`config.mk`:
```
export PLATFORM = sky130hd
export DESIGN_NAME = pio_mbox_responder
export DESIGN_NICKNAME = d
export VERILOG_FILES = /design/src/rtl/pio_mbox_pkg.sv /design/src/rtl/pio_mbox_regfile.sv /design/src/rtl/pio_mbox_responder.sv
export SDC_FILE = /design/constraint.sdc
export NUM_CORES = 1
export LEC_CHECK = 0
export BUFFER_PORTS_ARGS = -buffer_cell sky130_fd_sc_hd__buf_2
export CORE_MARGIN = 3
export CORE_UTILIZATION = 65
export DETAILED_ROUTE_END_ITERATION = 8
export MAX_ROUTING_LAYER = met4
export PLACE_DENSITY = 0.95
export SETUP_SLACK_MARGIN = 0.4
export SKIP_LAST_GASP = 1
export SLEW_MARGIN = 20
export SYNTH_ARGS = -nofsm -noshare
export SYNTH_HDL_FRONTEND = slang
export SYNTH_HIERARCHICAL = 1
export SYNTH_SLANG_ARGS = --single-unit
```
`constraint.sdc`:
```
create_clock -name CLOCK_50 -period 5.31 [get_ports CLOCK_50]
set_clock_uncertainty 0.1 [all_clocks]
set_input_delay 1.062 -clock CLOCK_50 [delete_from_list [all_inputs] [get_ports CLOCK_50]]
set_output_delay 1.062 -clock CLOCK_50 [all_outputs]
set_load 0.02 [all_outputs]
```
`src/rtl/pio_mbox_pkg.sv`:
```
// Shared types for the HPS<->FPGA PIO mailbox responder.
// Build option: PIO_MBOX_STATS_EN enables command/error statistics (op 6).
package pio_mbox_pkg;

  typedef enum logic [2:0] {
    OP_NOP   = 3'd0,
    OP_WR_LO = 3'd1,
    OP_WR_HI = 3'd2,
    OP_RD_LO = 3'd3,
    OP_RD_HI = 3'd4,
    OP_INC   = 3'd5,
    OP_STATS = 3'd6,
    OP_RSVD  = 3'd7
  } op_e;

  typedef enum logic [1:0] {
    ST_IDLE,
    ST_SETTLE,
    ST_EXEC,
    ST_RESP
  } state_e;

  typedef enum logic [1:0] {
    RF_NONE,
    RF_WR_LO,
    RF_WR_HI,
    RF_INC
  } rf_op_e;

  // Command word: [31] tgl, [30:28] op, [27:24] addr, [23:16] ignored, [15:0] data
  typedef struct packed {
    logic        tgl;
    op_e         op;
    logic [3:0]  addr;
    logic [7:0]  rsvd;
    logic [15:0] data;
  } cmd_t;

  // Response word: [31] ack, [30] busy, [29] err, [28:26] op, [25:22] addr, [15:0] rdata
  typedef struct packed {
    logic        ack;
    logic        busy;
    logic        err;
    op_e         op;
    logic [3:0]  addr;
    logic [5:0]  zero;
    logic [15:0] rdata;
  } rsp_t;

  localparam logic [3:0] USER_IN_ADDR = 4'd15;

endpackage

```
`src/rtl/pio_mbox_regfile.sv`:
```
// NREGS x 32-bit register file: one port with lo/hi half-writes and increment,
// plus a register-0 tap.
module pio_mbox_regfile
  import pio_mbox_pkg::*;
#(
  parameter int unsigned NREGS = 8
) (
  input  logic        clk,
  input  logic        rst_n,
  input  rf_op_e      op,
  input  logic [3:0]  addr,
  input  logic [15:0] wdata,
  output logic [31:0] rdata,
  output logic [31:0] reg0
);

  logic [31:0] regs [NREGS];

  always_ff @(posedge clk) begin
    if (!rst_n) begin
      for (int unsigned i = 0; i < NREGS; i++) regs[i] <= '0;
    end else begin
      for (int unsigned i = 0; i < NREGS; i++) begin
        if (addr == 4'(i)) begin
          case (op)
            RF_WR_LO: regs[i][15:0]  <= wdata;
            RF_WR_HI: regs[i][31:16] <= wdata;
            RF_INC:   regs[i]        <= regs[i] + 32'd1;
            default:  ;
          endcase
        end
      end
    end
  end

  // Out-of-range addresses read as zero; the caller flags them as errors.
  always_comb begin
    rdata = '0;
    for (int unsigned i = 0; i < NREGS; i++) begin
      if (addr == 4'(i)) rdata = regs[i];
    end
  end

  assign reg0 = regs[0];

endmodule

```
`src/rtl/pio_mbox_responder.sv`:
```
// FPGA-side responder for the HPS<->FPGA toggle-handshake PIO mailbox.
// Build option: PIO_MBOX_STATS_EN adds cmd/err counters readable via op 6.
module pio_mbox_responder
  import pio_mbox_pkg::*;
#(
  parameter int unsigned NREGS = 8
) (
  input  logic        CLOCK_50,
  input  logic        reset_n,
  input  logic [31:0] pp_out_axi,
  output logic [31:0] pp_in_axi,
  input  logic [31:0] user_in,
  output logic [31:0] user_out
);

  state_e      state, state_nxt;
  cmd_t        in_q, cmd_q;
  rsp_t        rsp_q;
  logic [31:0] snap_q;
  logic        ack_tgl;
  logic        err_q;
  logic [15:0] rdata_q;

  logic        do_cap, do_exec, do_resp;
  logic        err;
  logic [15:0] rdata_nxt;
  rf_op_e      rf_dec, rf_op;
  logic [31:0] rf_rdata;
  logic        addr_ok, is_user;

  logic unused_rsvd;
  assign unused_rsvd = ^{cmd_q.rsvd, in_q.rsvd};

`ifdef PIO_MBOX_STATS_EN
  logic [15:0] cmd_cnt, err_cnt;

  always_ff @(posedge CLOCK_50) begin
    if (!reset_n) begin
      cmd_cnt <= '0;
      err_cnt <= '0;
    end else if (do_exec) begin
      cmd_cnt <= cmd_cnt + 16'd1;
      if (err) err_cnt <= err_cnt + 16'd1;
    end
  end
`endif

  always_ff @(posedge CLOCK_50) begin
    if (!reset_n) state <= ST_IDLE;
    else          state <= state_nxt;
  end

  always_comb begin
    state_nxt = state;
    do_cap    = 1'b0;
    do_exec   = 1'b0;
    do_resp   = 1'b0;
    case (state)
      ST_IDLE:   if (in_q.tgl != ack_tgl) state_nxt = ST_SETTLE;
      ST_SETTLE: begin do_cap  = 1'b1; state_nxt = ST_EXEC; end
      ST_EXEC:   begin do_exec = 1'b1; state_nxt = ST_RESP; end
      ST_RESP:   begin do_resp = 1'b1; state_nxt = ST_IDLE; end
      default:   state_nxt = ST_IDLE;
    endcase
  end

  assign addr_ok = 32'(cmd_q.addr) < NREGS;
  assign is_user = cmd_q.addr == USER_IN_ADDR;

  always_comb begin
    err       = 1'b0;
    rf_dec    = RF_NONE;
    rdata_nxt = '0;
    case (cmd_q.op)
      OP_NOP:   rdata_nxt = cmd_q.data;
      OP_WR_LO: begin rf_dec = RF_WR_LO; rdata_nxt = cmd_q.data; end
      OP_WR_HI: begin rf_dec = RF_WR_HI; rdata_nxt = cmd_q.data; end
      OP_RD_LO: rdata_nxt = is_user ? snap_q[15:0]  : rf_rdata[15:0];
      OP_RD_HI: rdata_nxt = is_user ? snap_q[31:16] : rf_rdata[31:16];
      OP_INC:   begin rf_dec = RF_INC; rdata_nxt = rf_rdata[15:0] + 16'd1; end
`ifdef PIO_MBOX_STATS_EN
      OP_STATS: rdata_nxt = cmd_q.data[0] ? err_cnt : cmd_cnt;
`endif
      default:  err = 1'b1;
    endcase
    if (!addr_ok && !is_user)        err = 1'b1;
    if (is_user && rf_dec != RF_NONE) err = 1'b1;
    if (err) begin
      rdata_nxt = '0;
      rf_dec    = RF_NONE;
    end
  end

  assign rf_op = do_exec ? rf_dec : RF_NONE;

  pio_mbox_regfile #(
    .NREGS (NREGS)
  ) u_regfile (
    .clk   (CLOCK_50),
    .rst_n (reset_n),
    .op    (rf_op),
    .addr  (cmd_q.addr),
    .wdata (cmd_q.data),
    .rdata (rf_rdata),
    .reg0  (user_out)
  );

  // Ack and payload are written in one edge so the HPS never pairs a new ack with stale data.
  always_ff @(posedge CLOCK_50) begin
    if (!reset_n) begin
      in_q    <= '0;
      cmd_q   <= '0;
      snap_q  <= '0;
      rsp_q   <= '0;
      ack_tgl <= 1'b0;
      err_q   <= 1'b0;
      rdata_q <= '0;
    end else begin
      in_q <= cmd_t'(pp_out_axi);
      if (do_cap) begin
        cmd_q      <= in_q;
        snap_q     <= user_in;
        rsp_q.busy <= 1'b1;
      end
      if (do_exec) begin
        err_q   <= err;
        rdata_q <= rdata_nxt;
      end
      if (do_resp) begin
        rsp_q   <= '{ack: cmd_q.tgl, busy: 1'b0, err: err_q, op: cmd_q.op,
                     addr: cmd_q.addr, zero: '0, rdata: rdata_q};
        ack_tgl <= cmd_q.tgl;
      end
    end
  end

  assign pp_in_axi = rsp_q;

endmodule

```
==> metrics.md, run 1 <==
| Metric | Value |
|---|---|
| Initial antenna violation count | 6 |
| Vias in the first global route | 19,600 |
| Slew HR | between 10% and 20% |
| Power share of the clock group | 36.3% |
| Seq cells post-synth | 381 |
| FMAX | 222 MHz |
| Final count of pins violating max slew | 0 |
| Clock-pin slew of the registers on the worst-case setup and hold paths | 0.06 ns |
| Vias | 21,200 |
| Final wirelength | 84.2 mm |
| RSZ-0062 raised after global routing | no |
| Setup_tns | 0 ns |
| Post-CTS Setup Bufs | 0 |
| Drt via density | 7.07 |
| Global-route wire length before repair | ~120 mm |
| CP arrival | 4.58 ns |
| Worst reg-to-reg setup slack | 0.81 ns |
| Post-synth top area share | between 30% and 40% |
| Syn Inst Count | between 2,000 and 3,000 |
| Internal | 5.72 mW |
| Row count | 69 |
| Switch share | a little under a third |
| Die Ht | 196 um |
| Total gr overflow | 0 |
| Clk buf depth | 3 |
| Die X | 196 um |
| Total track usage | 43.6% |
| DR pass1 iterations | 6 |
| Main synth FF type | edfxtp_1 |
| # nets final | between 2,000 and 3,000 |
| DRC Markers | 0 |
| Synth area leaders | edfxtp_1, dfxtp_1, mux2i_1 |
| WL met1 | 32.2 mm |
| Die area | slightly below 40,000 um2 |
| Tcrit/Tclk final | 84.7% |
| Clock sink total | between 300 and 400 |
| # port buffers | 115 |
| Clk_lat worst skew | 0.57 ns |
| Mean post-synth cell area | about 9.4 um2 |
| CTS H-tree lvls | 2 |
| Number of CTS-inserted buffers | 42 |
| Peak supply drop | around 0.40 mV |
| Most common cell in the netlist | edfxtp_1 |
| Tightest Hold Check Type | flip-flop to flip-flop |
| 1st-iter DRT viols | 3,465 |
| CTS tree | yes |
| Largest net degree at the start of global routing | a little over 90 |
| Yosys cell types | 76 |
| # fillers | 2,624 |
| Ys async rst share | 0% |
| Tmin final | 4.50 ns |
| Detailed Place HPWL | 59.5 mm |
| P_leak | between 8 and 9 nW |
| Initial core utilization | 66.0% |
| Sequential power share | 44.5% |
| Logic pwr share | 19.2% |
| Sequential area share after synthesis | ~43% |
| Final hold viol count | 0 |
| Met3 wire len | ~11 mm |
| CP max FO | 33 |
| Critical Path End Type | flip-flop |
| Area of the mapped netlist | between 20,000 and 25,000 um2 |
| Status | finished, final reports clean |
| WL/cell | 28.0 um |
| Hold-fix buffer count after cts | 0 |
| GP Congestion | 1.11 |
| Yosys top cell by area | edfxtp_1 |
| Sw Pwr | 2.63 mW |
| Core ar. | about 36,000 um2 |
| Root buffer cell | clkbuf_16 |
| Routed wl met2 | approximately 36 mm |
| Pwr/cell area | 328 nW/um2 |
| Detail Route Antenna Nets | 0 |
| Worst Path Required | about 5.4 ns |
| Synth top cells by count | edfxtp_1, nand2_1, nor2_1 |
| Slew @ Worst Pin | 1.24 ns |
| Crit Path Category | flip-flop to flip-flop |
| Top-Level Pins | 130 |
| Number of gates resized after cts | 0 |
| Layout cells sized above 1 | 11.9% |
| Setup violators final | 0 |
| Top sig layer | met4 |
| MaxCap Viol Count | 0 |
| EDFF count, synth | 256 |
| Area Growth Syn to Fin | 8.13% |
| WHS | between 0.3 and 0.4 ns |
| Ys Warns | 6 |
| Type of origin of the critical path | flip-flop |
-- power groups by stage --
stage / combinational (mW) / clock [mW] / sequential [mW]
finish: 1.61 / 3.03 / 3.72
global route: 1.68 / 3.15 / 3.72
CTS: 1.55 / 3.03 / 3.69
detailed placement: 1.54 / 0 / 3.75
global placement: 1.49 / 0 / 3.74
floorplan: 1.07 / 0 / 3.57
-- through the flow --
step | setup WS, ns | instances | util, % | area, um2 | power (mW)
finish | 0.814 | 3004 | 71.4 | 25500 | 8.35
global route | 0.613 | 3002 | 71.4 | 25500 | 8.55
CTS | 0.487 | 2999 | 71.3 | 25400 | 8.27
detailed placement | 0.533 | 2923 | 67.4 | 24000 | 5.28
global placement | 0.675 | 2923 | 67.4 | 24000 | 5.24
floorplan | 1.92 | 2518 | - | 23600 | 4.64
-- area by class of cell --
class,instances,area (um2),share of cell area [%]
multi-input cells,1896,12300,48.1
flip-flops and latches,381,10200,40.0
clock buffers,61,1250,4.91
repair buffers,159,908,3.57
well taps,461,577,2.27
clock inverters,15,169,0.664
inverters,26,97.6,0.383
diodes,5,12.5,0.0491
-- kinds of logic (layout without fill, tap and decap cells) --
logic type               count (synthesis)  in the layout  synth area share, %
AO/OA/AOI/OAI                          557            557                 15.1
XOR/XNOR                               228            228                 8.48
adder cells (fa/ha/maj)                 14             14                0.744
buffers and inverters                  241            261                 4.96
flip-flops                             381            381                 43.3
multiplexers                           134            134                 5.87
other                                    1             11               0.0159
AND/OR/NAND/NOR                        957            957                 21.5
-- worst paths after layout --
check,start,end,cells past startpoint
min reg2reg,rdata_q[4],rdata_q[4],1
max,cmd_q[27],u_regfile/regs[0][51],9
min,rdata_q[4],rdata_q[4],1
max reg2reg,cmd_q[27],u_regfile/regs[0][51],9
-- cells in the final DEF (no fill, tap or decap), types with 12 or more instances in the layout --
master and count:
and3_1 34, clkbuf_16 46, buf_2 114, o21ai_0 115, a221o_1 12, nor3_1 44, nor2_1 215, nand4_1 84
xnor2_1 111, a22oi_1 48, nand3_1 80, mux2_2 23, a211oi_1 122, and4_1 33, mux2i_1 110, inv_1 26
dfxtp_1 122, nor2b_1 101, nor4_1 24, a21boi_0 13, nand2_1 218, nand2b_1 12, o21ai_1 16, a21oi_1 145
ha_1 13, a31oi_1 25, xor2_1 117, and2_1 41, edfxtp_1 256, buf_4 45, a2111oi_0 12
-- critical path: stages (launching register included) --
cell      delay (ns)
dfxtp_1         0.44
nand4_2         0.13
buf_4           0.26
o21ai_0         0.20
and4_1          0.20
buf_4           0.22
o21a_1          0.46
nor4bb_2        0.69
nand2_1         0.60
nand2_1         0.79
-- per-layer routing --
metal	up-vias	track usage (%)
li1	9225	-
met1	10000	60.6
met2	1663	61.2
met3	310	9.75
met4	0	19.9
met5	-	-
-- flip-flops by register name, summed over array words and instances, names as in the netlist --
register and cells:
pp_in_axi 25, ack_tgl 1, rdata_q 16, cmd_q 24
err_q 1, in_q 24, snap_q 32, u_regfile/regs 256
state 2
Note: power is estimated with default switching activity, not from simulation.
==> run 2, diff against run 1 <==
--- a/config.mk
+++ b/config.mk
@@ -7,10 +7,10 @@
 export LEC_CHECK = 0
 export BUFFER_PORTS_ARGS = -buffer_cell sky130_fd_sc_hd__buf_2
 export CORE_MARGIN = 3
-export CORE_UTILIZATION = 65
+export CORE_UTILIZATION = 56
 export DETAILED_ROUTE_END_ITERATION = 8
 export MAX_ROUTING_LAYER = met4
-export PLACE_DENSITY = 0.95
+export PLACE_DENSITY = 0.88
 export SETUP_SLACK_MARGIN = 0.4
 export SKIP_LAST_GASP = 1
 export SLEW_MARGIN = 20
==> constraint.sdc (replaced) <==
create_clock -name CLOCK_50 -period 3.63 [get_ports CLOCK_50]
set_clock_uncertainty 0.1 [all_clocks]
set_input_delay 0.726 -clock CLOCK_50 [delete_from_list [all_inputs] [get_ports CLOCK_50]]
set_output_delay 0.726 -clock CLOCK_50 [all_outputs]
set_load 0.02 [all_outputs]
==> metrics.md, run 2 (synthesized netlist as in run 1, its figures left out) <==
| Metric | Value |
|---|---|
| Drt via density | 6.87 (was 7.07) |
| Die area | 44,500 um2 (was 38,500 um2) |
| Type of origin of the critical path | flip-flop (unchanged) |
| Number of CTS-inserted buffers | 42 (unchanged) |
| Initial core utilization | 57.1% (was 66.0%) |
| FMAX | 305 MHz (was 222 MHz) |
| Clk_lat worst skew | 0.58 ns (was 0.57 ns) |
| Clock sink total | 381 (unchanged) |
| Most frequent cells in the layout | edfxtp_1, nand2_1, nor2_1 (unchanged) |
| Final wirelength | 83.8 mm (was 84.2 mm) |
| Area Growth Syn to Fin | 11.0% (was 8.13%) |
| Slew @ Worst Pin | 1.21 ns (was 1.24 ns) |
| MaxCap Viol Count | 0 (unchanged) |
| Clk buf depth | 3 (unchanged) |
| # fillers | 3,240 (was 2,624) |
| Hold path depth | 2 (was 1) |
| Crit Path Category | flip-flop to flip-flop (unchanged) |
| Multi-input logic area | 12,300 um2 (about the same) |
| Vias in the first global route | 19,900 (was 19,600) |
| WL/cell | 26.7 um (was 28.0 um) |
| Worst reg-to-reg setup slack | 0.35 ns (was 0.81 ns) |
| Hold-fix buffer count after cts | 0 (unchanged) |
| Status | finished, final reports clean (unchanged) |
| Largest net degree at the start of global routing | 99 (was 91) |
| Row count | 74 (was 69) |
| Top-Level Pins | 130 (unchanged) |
| GP Congestion | 1.11 (about the same) |
| CP arrival | 3.61 ns (was 4.58 ns) |
| Pre-CTS worst setup slack | 0.203 ns (was 0.533 ns) |
| Most flops, register | u_regfile/regs (unchanged) |
| Hold wc startpoint | pp_out_axi[26] (was rdata_q[4]) |
| Power share of the clock group | 34.5% (was 36.3%) |
| Root buffer cell | clkbuf_16 (unchanged) |
| Worst setup margin | 0.351 ns (was 0.814 ns) |
| Tmin final | 3.28 ns (was 4.50 ns) |
| R2R Path Start | cmd_q[27] (unchanged) |
| Setup violators final | 0 (unchanged) |
| Pwr/cell area | 464 nW/um2 (was 328 nW/um2) |
| Largest register FFs | 256 (unchanged) |
| Core ar. | 41,200 um2 (was 35,700 um2) |
| Hold Path End | in_q[26] (was rdata_q[4]) |
| Internal | 8.26 mW (was 5.72 mW) |
| R2r endpoint | rdata_q[8] (was u_regfile/regs[0][51]) |
| Switch share | 31.9% (was 31.5%) |
| Final count of pins violating max slew | 0 (unchanged) |
| Initial antenna violation count | 1 (was 6) |
| Peak supply drop | 0.346 mV (was 0.401 mV) |
| Clock-pin slew of the registers on the worst-case setup and hold paths | 0.06 ns (about the same) |
| Seq. cell area | 10,200 um2 (about the same) |
| Worst r2r path cells | 12 (was 9) |
| Tcrit/Tclk final | 90.3% (was 84.7%) |
| WHS | 0.251 ns (was 0.386 ns) |
| Total gr overflow | 0 (unchanged) |
| Critical Path End Type | flip-flop (unchanged) |
| Detail Route Antenna Nets | 0 (unchanged) |
| Most common cell after layout, fill and taps aside | edfxtp_1 (unchanged) |
| Global-route wire length before repair | 123 mm (about the same) |
| CTS H-tree lvls | 2 (unchanged) |
| Vias | 21,600 (was 21,200) |
| Die X | 211 um (was 196 um) |
| RSZ-0062 raised after global routing | yes (was no) |
| DRC Markers | 0 (unchanged) |
| P_leak | 8.57 nW (was 8.21 nW) |
| Slew HR | 19.2% (was 16.9%) |
| Worst Path Required | 3.96 ns (was 5.39 ns) |
| DR pass1 iterations | 6 (unchanged) |
| 1st-iter DRT viols | 3,669 (was 3,465) |
| Layout cells sized above 1 | 14.5% (was 11.9%) |
| Setup_tns | 0 ns (unchanged) |
| Total track usage | 37.2% (was 43.6%) |
| Die Ht | 211 um (was 196 um) |
| Final hold viol count | 0 (unchanged) |
| # port buffers | 115 (unchanged) |
| CTS tree | yes (unchanged) |
| Logic pwr share | 20.7% (was 19.2%) |
| Sw Pwr | 3.86 mW (was 2.63 mW) |
| Tightest Hold Check Type | primary input to flip-flop (was flip-flop to flip-flop) |
| Sequential power share | 44.8% (was 44.5%) |
| # nets final | 2,654 (was 2,586) |
| CP max FO | 18 (was 33) |
| Detailed Place HPWL | 59.9 mm (was 59.5 mm) |
run 2: power by group through the flow:
stage / Clock [mW] / Sequential, mW / Combinational, mW
global placement: 0 / 5.47 / 2.30
floorplan: 0 / 5.23 / 1.56
finish: 4.18 / 5.43 / 2.51
detailed placement: 0 / 5.49 / 2.35
CTS: 4.20 / 5.40 / 2.40
global route: 4.36 / 5.44 / 2.64
run 2: worst max-delay path, stage by stage, from the launching register on:
cell and delay [ns]:
dfxtp_1 0.48, buf_12 0.21, buf_4 0.26, nor3_4 0.06, buf_12 0.14, buf_4 0.14, buf_4 0.16, a22oi_1 0.34
a31oi_1 0.28, nand2_1 0.15, a21oi_1 0.09, a2111oi_0 0.56, a21oi_1 0.14
run 2: worst max-delay path by stage:
stage / from / end
2_1_floorplan: cmd_q[27] / u_regfile/regs[0][192]
3_3_place_gp: cmd_q[24] / u_regfile/regs[0][222]
3_5_place_dp: cmd_q[24] / u_regfile/regs[0][200]
4_1_cts: cmd_q[25] / u_regfile/regs[0][162]
5_1_grt: cmd_q[27] / rdata_q[13]
6_report: cmd_q[27] / rdata_q[8]
run 2: layout make-up:
type	count	share of cell area [%]
Tap cell	532	2.55
Sequential cell	381	39.0
Clock inverter	22	0.560
Clock buffer	54	4.51
Inverter	26	0.373
Multi-Input combinational cell	1896	47.0
Antenna cell	1	0.00957
Timing Repair Buffer	227	5.97
run 2: repair_timing:
action                                  in CTS  in global routing
pin swaps                                    1                  2
gates resized for setup                      5                 19
cloned                                       0                  2
endpoints found under the setup margin     229                127
buffers inserted                             7                  5
run 2: metrics by stage:
| step | utilization, % | total power [mW] | std cells | cell area (um2) |
|---|---|---|---|---|
| global placement | 59.7 | 7.77 | 3048 | 24600 |
| floorplan | - | 6.79 | 2518 | 23600 |
| finish | 63.4 | 12.1 | 3139 | 26100 |
| detailed placement | 59.7 | 7.83 | 3048 | 24600 |
| global route | 63.4 | 12.4 | 3138 | 26100 |
| CTS | 63.1 | 12.0 | 3131 | 26000 |
run 2: routing by layer:
metal  up-vias  share of wire, %  GRT usage, %
met5         -                 0             -
met2      1633                43          54.7
met3       280                14          8.14
li1       9336                 -             -
met1     10300                38          49.7
met4         0               5.4          16.7
